### src/rtl/ex_pkg.sv
// Shared definitions for the EX stage: operation codes, result classes,
// divider state encoding and common constants.
package ex_pkg;

  localparam logic       RST_ENABLE = 1'b1;
  localparam logic [31:0] ZERO_WORD = 32'h0000_0000;

  // Result class selected by ID
  localparam logic [2:0] RES_NOP   = 3'b000;
  localparam logic [2:0] RES_LOGIC = 3'b001;
  localparam logic [2:0] RES_SHIFT = 3'b010;
  localparam logic [2:0] RES_ARITH = 3'b100;

  // Operation subtype selected by ID
  localparam logic [7:0] OP_NOP  = 8'b0000_0000;
  localparam logic [7:0] OP_AND  = 8'b0010_0100;
  localparam logic [7:0] OP_OR   = 8'b0010_0101;
  localparam logic [7:0] OP_XOR  = 8'b0010_0110;
  localparam logic [7:0] OP_NOR  = 8'b0010_0111;
  localparam logic [7:0] OP_SLL  = 8'b0111_1100;
  localparam logic [7:0] OP_SRL  = 8'b0000_0010;
  localparam logic [7:0] OP_SRA  = 8'b0000_0011;
  localparam logic [7:0] OP_ADDU = 8'b0010_0001;
  localparam logic [7:0] OP_SUBU = 8'b0010_0011;
  localparam logic [7:0] OP_SLT  = 8'b0010_1010;
  localparam logic [7:0] OP_SLTU = 8'b0010_1011;
  localparam logic [7:0] OP_DIV  = 8'b0001_1010;
  localparam logic [7:0] OP_DIVU = 8'b0001_1011;

  typedef enum logic [1:0] {
    DIV_FREE   = 2'b00,
    DIV_BYZERO = 2'b01,
    DIV_ON     = 2'b10,
    DIV_END    = 2'b11
  } div_state_e;

  function automatic logic [31:0] abs32(input logic [31:0] v);
    return v[31] ? (~v + 32'd1) : v;
  endfunction

endpackage

### src/rtl/ex_div.sv
// Restoring divider: one quotient bit per cycle, signed or unsigned.
// result = {remainder, quotient}, valid for the single cycle ready is high.
module div
  import ex_pkg::*;
(
  input  logic        clk,
  input  logic        rst,
  input  logic        signed_div,
  input  logic [31:0] op1,
  input  logic [31:0] op2,
  input  logic        start,
  input  logic        annul,
  output logic [63:0] result,
  output logic        ready
);

  div_state_e  state_d, state_q;
  logic [4:0]  cnt_d, cnt_q;
  logic [31:0] dvd_d, dvd_q;
  logic [31:0] dvs_d, dvs_q;
  logic [31:0] rem_d, rem_q;
  logic        qneg_d, qneg_q;
  logic        rneg_d, rneg_q;
  logic [63:0] result_d, result_q;
  logic        ready_d, ready_q;

  logic [32:0] rem_sh, diff;
  logic        qbit;
  logic [31:0] rem_next, quot_next;

  // dvd_q doubles as the quotient shift register while dividing
  assign rem_sh    = {rem_q, dvd_q[31]};
  assign diff      = rem_sh - {1'b0, dvs_q};
  assign qbit      = ~diff[32];
  assign rem_next  = qbit ? diff[31:0] : rem_sh[31:0];
  assign quot_next = {dvd_q[30:0], qbit};

  always_comb begin
    state_d  = state_q;
    cnt_d    = cnt_q;
    dvd_d    = dvd_q;
    dvs_d    = dvs_q;
    rem_d    = rem_q;
    qneg_d   = qneg_q;
    rneg_d   = rneg_q;
    result_d = '0;
    ready_d  = 1'b0;
    case (state_q)
      DIV_FREE: begin
        if (start) begin
          if (op2 == ZERO_WORD) begin
            state_d = DIV_BYZERO;
            dvd_d   = op1;
          end else begin
            state_d = DIV_ON;
            cnt_d   = '0;
            rem_d   = '0;
            dvd_d   = signed_div ? abs32(op1) : op1;
            dvs_d   = signed_div ? abs32(op2) : op2;
            qneg_d  = signed_div & (op1[31] ^ op2[31]);
            rneg_d  = signed_div & op1[31];
          end
        end
      end
      DIV_BYZERO: begin
        state_d  = DIV_END;
        ready_d  = 1'b1;
        result_d = {dvd_q, 32'hFFFF_FFFF};
      end
      DIV_ON: begin
        dvd_d = quot_next;
        rem_d = rem_next;
        cnt_d = cnt_q + 5'd1;
        if (cnt_q == 5'd31) begin
          state_d  = DIV_END;
          ready_d  = 1'b1;
          result_d = {rneg_q ? (~rem_next + 32'd1) : rem_next,
                      qneg_q ? (~quot_next + 32'd1) : quot_next};
        end
      end
      DIV_END: state_d = DIV_FREE;
      default: state_d = DIV_FREE;
    endcase
    if (annul) begin
      state_d  = DIV_FREE;
      ready_d  = 1'b0;
      result_d = '0;
    end
  end

  always_ff @(posedge clk) begin
    if (rst == RST_ENABLE) begin
      state_q  <= DIV_FREE;
      cnt_q    <= '0;
      dvd_q    <= '0;
      dvs_q    <= '0;
      rem_q    <= '0;
      qneg_q   <= 1'b0;
      rneg_q   <= 1'b0;
      result_q <= '0;
      ready_q  <= 1'b0;
    end else begin
      state_q  <= state_d;
      cnt_q    <= cnt_d;
      dvd_q    <= dvd_d;
      dvs_q    <= dvs_d;
      rem_q    <= rem_d;
      qneg_q   <= qneg_d;
      rneg_q   <= rneg_d;
      result_q <= result_d;
      ready_q  <= ready_d;
    end
  end

  assign result = result_q;
  assign ready  = ready_q;

endmodule

### src/rtl/ex.sv
// EX stage: single-cycle logic/shift/arith ops plus optional multi-cycle
// divider enabled by the EX_DIV_EN macro (DIV/DIVU act as NOP without it).
module ex
  import ex_pkg::*;
#(
  parameter int DATA_W = 32
) (
  input  logic              clk,
  input  logic              rst,
  input  logic [7:0]        aluop_i,
  input  logic [2:0]        alusel_i,
  input  logic [DATA_W-1:0] reg1_i,
  input  logic [DATA_W-1:0] reg2_i,
  input  logic [4:0]        wd_i,
  input  logic              wreg_i,
  input  logic              annul_i,
  output logic [4:0]        wd_o,
  output logic              wreg_o,
  output logic [DATA_W-1:0] wdata_o,
  output logic [DATA_W-1:0] hi_o,
  output logic [DATA_W-1:0] lo_o,
  output logic              whilo_o,
  output logic              stallreq_o
);

  logic [31:0] logic_res, shift_res, arith_res, res;
  logic        is_div;

  assign is_div = (aluop_i == OP_DIV) || (aluop_i == OP_DIVU);

  always_comb begin
    logic_res = ZERO_WORD;
    shift_res = ZERO_WORD;
    arith_res = ZERO_WORD;
    case (aluop_i)
      OP_OR:   logic_res = reg1_i | reg2_i;
      OP_AND:  logic_res = reg1_i & reg2_i;
      OP_XOR:  logic_res = reg1_i ^ reg2_i;
      OP_NOR:  logic_res = ~(reg1_i | reg2_i);
      OP_SLL:  shift_res = reg2_i << reg1_i[4:0];
      OP_SRL:  shift_res = reg2_i >> reg1_i[4:0];
      OP_SRA:  shift_res = $signed(reg2_i) >>> reg1_i[4:0];
      OP_ADDU: arith_res = reg1_i + reg2_i;
      OP_SUBU: arith_res = reg1_i - reg2_i;
      OP_SLT:  arith_res = {31'b0, $signed(reg1_i) < $signed(reg2_i)};
      OP_SLTU: arith_res = {31'b0, reg1_i < reg2_i};
      default: ;
    endcase
    case (alusel_i)
      RES_LOGIC: res = logic_res;
      RES_SHIFT: res = shift_res;
      RES_ARITH: res = arith_res;
      default:   res = ZERO_WORD;
    endcase
  end

  assign wd_o    = rst ? 5'd0 : wd_i;
  assign wreg_o  = rst ? 1'b0 : (wreg_i & ~is_div);
  assign wdata_o = rst ? ZERO_WORD : res;

`ifdef EX_DIV_EN
  logic [63:0] div_result;
  logic        div_ready;

  div u_div (
    .clk        (clk),
    .rst        (rst),
    .signed_div (aluop_i == OP_DIV),
    .op1        (reg1_i),
    .op2        (reg2_i),
    .start      (is_div & ~annul_i),
    .annul      (annul_i),
    .result     (div_result),
    .ready      (div_ready)
  );

  // Upstream holds the divide op during the stall, so is_div stays high
  // until the result cycle releases the pipeline.
  assign stallreq_o = ~rst & ~annul_i & is_div & ~div_ready;
  assign whilo_o    = ~rst & ~annul_i & div_ready;
  assign hi_o       = whilo_o ? div_result[63:32] : ZERO_WORD;
  assign lo_o       = whilo_o ? div_result[31:0]  : ZERO_WORD;
`else
  logic unused_div_inputs;
  assign unused_div_inputs = ^{clk, annul_i};
  assign stallreq_o = 1'b0;
  assign whilo_o    = 1'b0;
  assign hi_o       = ZERO_WORD;
  assign lo_o       = ZERO_WORD;
`endif

endmodule

### config.mk
export PLATFORM = sky130hd
export DESIGN_NAME = ex
export DESIGN_NICKNAME = d
export VERILOG_FILES = /design/src/rtl/ex_pkg.sv /design/src/rtl/ex_div.sv /design/src/rtl/ex.sv
export SDC_FILE = /design/constraint.sdc
export NUM_CORES = 1
export LEC_CHECK = 0
export BUFFER_PORTS_ARGS = -buffer_cell sky130_fd_sc_hd__clkbuf_2
export CAP_MARGIN = 20
export CORE_MARGIN = 1.5
export CORE_UTILIZATION = 35
export DETAILED_ROUTE_END_ITERATION = 7
export SLEW_MARGIN = 5
export SYNTH_ARGS = -nofsm -noshare
export SYNTH_HDL_FRONTEND = slang
export SYNTH_HIERARCHICAL = 1
export SYNTH_SLANG_ARGS = --single-unit
export TNS_END_PERCENT = 50
### constraint.sdc
create_clock -name vclk -period 3.5
set_clock_uncertainty 0.2 [all_clocks]
set_input_delay 0.175 -clock vclk [all_inputs]
set_output_delay 0.175 -clock vclk [all_outputs]
set_load 0.1 [all_outputs]
; After elaboration in Yosys (flattened, before gate mapping)
; Cells that the tools add are included.
[totals]
wordCells = 37
reg_bits = 0
[op_classes]
n_bitwise = 6
n_reduce_logical = 1
n_addsub = 2
n_shift = 3
mux = 7
order_cmp = 2
n_eq_ne = 16
[ops]
columns = operator, n
row1 = case mux 32 bit (4 select lines), 2
row2 = case mux 32 bit (3 select lines), 2
row3 = "== test 8 x 6 -> 1 bit, second input constant", 8
row4 = less-than comparator 32 bit, 2
row5 = adder 32 bit, 1
row6 = AND 32 bit, 1
row7 = two-way mux 32 bit, 1
row8 = NOT 32 bit, 1
row9 = bitwise OR 32 bit, 1
row10 = left shift 32 x 5 -> 32 bit, 1
row11 = right shift 32 x 5 -> 32 bit, 1
row12 = >>> shifter 32 x 5 -> 32 bit, 1
row13 = subtractor 32 bit, 1
row14 = XOR 32 bit, 1
row15 = "== test 8 x 2 -> 1 bit, second input constant", 2
row16 = "== test 8 x 5 -> 1 bit, second input constant", 2
row17 = "== test 8 x 7 -> 1 bit, second input constant", 1
row18 = two-way mux 5 bit, 1
row19 = "== test 3 x 1 -> 1 bit, second input constant", 1
row20 = "== test 3 x 2 -> 1 bit, second input constant", 1
row21 = "== test 3 bit, second input constant", 1
row22 = AND 1 bit, 1
row23 = logical OR 1 bit, 1
row24 = two-way mux 1 bit, 1
row25 = NOT 1 bit, 1

; Longest topological paths before layout
[depth]
depth_word = 5
ltp_mapped = 15
mapped_depth_nobuf = 13

; Worst setup path before layout
; Ideal clock, no wire load.
[synth_timing]
kind = in2out
from = input port reg1_i[2]
to = output port wdata_o[17]
required_time_ns = 3.125
arrival_ns = 4.925
path_buffers = 4
setup_slack_ns = -1.800
cell_stages = 14
cell_sequence = clkbuf_1 clkinv_1 buf_1 clkbuf_1 ha_1 buf_2 nand2b_1 o311ai_1 a2111oi_2 o21ai_2 o31ai_2 a21oi_1 xnor2_1 o21ai_0
[synth_between]
elab_chain_cells = 4
[synth_rtl]
columns = item, line_no
row1 = start: declaration, ex.sv:12  ; input logic [DATA_W-1:0] reg1_i,
row2 = subtractor 32 bit (tied with other cells), ex.sv:44  ; OP_SUBU: arith_res = reg1_i - reg2_i;
row3 = case mux 32 bit (4 select lines) or case mux 32 bit (3 select lines) (tied branches), ex.sv:35  ; case (aluop_i)
row4 = case mux 32 bit (3 select lines) *, ex.sv:49  ; case (alusel_i)
row5 = two-way mux 32 bit *, ex.sv:59  ; assign wdata_o = rst ? ZERO_WORD : res;
row6 = end: declaration, ex.sv:19  ; output logic [DATA_W-1:0] wdata_o,
; Every way passes the cells marked *; elsewhere a longest branch is shown, timed or not.

; Worst setup path in the final report
[layout_timing]
from = input port reg1_i[0]
to = output port wdata_o[28]
; Same word-level chain as after synthesis.

==> metrics.txt <==
status=complete, no violations; P&R area growth vs syn=29.54%; Die X=170.4 um; leak pwr=~5.5 nW; ratio of cells with drive above 1 in the final layout=27.57%; final setup TNS=0 ns; initial drt markers=about 1300; slowest cell on the critical path=a221o_1; Vias/cell=5.946; critical path type=in2out; Yosys cell types=79; WL final=between 40000 and 50000 um; Ports=between 150 and 200; area leader, netlist=ha_1; most common library cells after synthesis=a21oi_1, nor2_1, inv_1; P per Cell Area=163.9 mW/mm^2; crit-path most repeated cell=buf_4; residual DRC count=0; antenna cells=0; Util after Layout=45.87%; post-layout net count=1823; num rows=61; fmax=approximately 290 MHz; Multi-input gate area=0.009304 sq mm; RD Place Congestion=about 1.0; Pre-antenna DRT Iters=6; Rel. slew slack=31.29%; maxcap violations=0; Setup WS post-layout=0.03094 ns; period utilisation layout=99.12%; Syn. warnings=6; hold path depth=4; Routed met1 length=18560 um; maximum number of pins on one net before global-route repair=106; initial antenna violation count=1; CP cell instances=buf_4, ha_1, fa_2, a21o_1, a221o_1, a311oi_2, o31ai_2, o211ai_1, buf_4, a21oi_1, o32a_1, o21ai_2, a21oi_4, buf_12; Mapped Area=0.009811 sq mm; Starting Density=35.41%; Crit path max-delay family=compound AO/OA/AOI/OAI gates; synthesized area per cell=6.743 sq um; Yosys top cell area share=12.63%; cell count after synthesis=about 1500; Max VDD drop=87.70 uV; port bufs=120; Fillers=between 2000 and 3000; dpl ws=-0.1249 ns; final setup violation count=0; hold_buf cts=0; min Tclk post-route=3.469 ns; Die Y=between 150 and 200 um; routed wl met2=20530 um; sequential share of the synthesized area=0%; Crit path arrival time=about 3.1 ns; HP Class=in2out; Worst Path Max Fanout=3; min-delay src=wreg_i; CP Launch Point=reg1_i[0]; worst slew pin tran=1.018 ns; first-pass GRT wire length=66940 um; Wirelength per Cell=roughly 22 um; vias after detailed routing=11980; Slew Viols, Final=0; highest routed layer=met5; critical path capture point type=primary output; GRT Residual Overflow=0; critical path depth=14; # clk buffers=0; count of final hold-check violations=0; CP required=3.12 ns; register area=0 sq um; Routed Antenna Nets=0; RSZ-0062 raised after global routing=yes; routed wl met3=3761 um; Worst setup SP type=input port; GRT Overall Usage=between 30% and 40%; Critical Path Max Stage Delay=approximately 0.38 ns; core area=0.02771 sq mm; most frequent cell after synthesis=a21oi_1; Hold Path Sink=wreg_o; Synth area leaders=ha_1, mux2i_1, a21oi_1, mux4_2, nor2_1; vias in the first global route=11070; dpl hpwl=36060 um; Seq cells=0; CP bufs+invs=3; die area=0.02904 sq mm
-- report_power, final --
| part | leakage [nW] | total, W | switching (W) | internal [W] |
|---|---|---|---|---|
| Combinational | 5.54 | 0.00208 | 0.00138 | 0.000704 |
| Sequential | 0 | 0 | 0 | 0 |
| Clock | 0 | 0 | 0 | 0 |
| Total | 5.54 | 0.00208 | 0.00138 | 0.000704 |
-- metal layers --
layer  vias up  global-route usage (%)
met5         -                       0
met4         2                   14.27
met3       101                   3.256
met2       704                   49.89
met1      5658                   39.71
li1       5511                       -
-- cell type report --
class / count / share of cell area [%]
timing repair buffer: 286 / 19.10
multi-input combinational: 1222 / 73.21
tap: 378 / 3.722
inverter: 128 / 3.968
-- kinds of logic after synthesis --
kind of cell,synth area share [%]
AO/OA/AOI/OAI,31.11
XOR/XNOR,2.678
adder cells (fa/ha/maj),13.03
buffers and inverters,14.49
multiplexers,20.72
other,0.03822
AND/OR/NAND/NOR,17.93
-- cell usage in the layout (no fill, tap or decap), drive strengths merged, types with 15 or more instances in the layout --
master and instances:
clkbuf 81, mux2i 103, xnor2 26, inv 123, o211ai 28, ha 99, nor3 22, nand3 23
mux4 35, mux2 19, a211oi 25, conb 66, a21o 15, nand2 118, a21oi 158, o22ai 18
buf 205, a31oi 20, nor2 153, o21ai 108
-- worst max-delay path by stage --
stage | end | slack (ns)
4_1_cts | wdata_o[29] | -0.01
2_1_floorplan | wdata_o[2] | -0.03
3_3_place_gp | wdata_o[27] | -0.09
5_1_grt | wdata_o[28] | -0.07
6_report | wdata_o[28] | 0.03
3_5_place_dp | wdata_o[28] | -0.12
-- through the flow --
stage	instances	power (W)	instance area, sq um	hold slack, ns
after floorplan	1520	0.001463	10550	0.4789
after global placement	2013	0.001968	12380	0.6628
after detailed placement	2013	0.001978	12380	0.6621
after CTS	2013	0.001999	12440	0.6639
after global routing	2014	0.002210	12710	0.6757
final	2014	0.002083	12710	0.6609
-- timing repair --
action                                  4_1_cts  5_1_grt
pin swaps                                     8       17
endpoints found under the hold margin         0        0
endpoints found under the setup margin       10       16
buffers inserted                              0        1
gates resized for setup                      12       59
No activity file was read; power rests on OpenSTA's default activity.
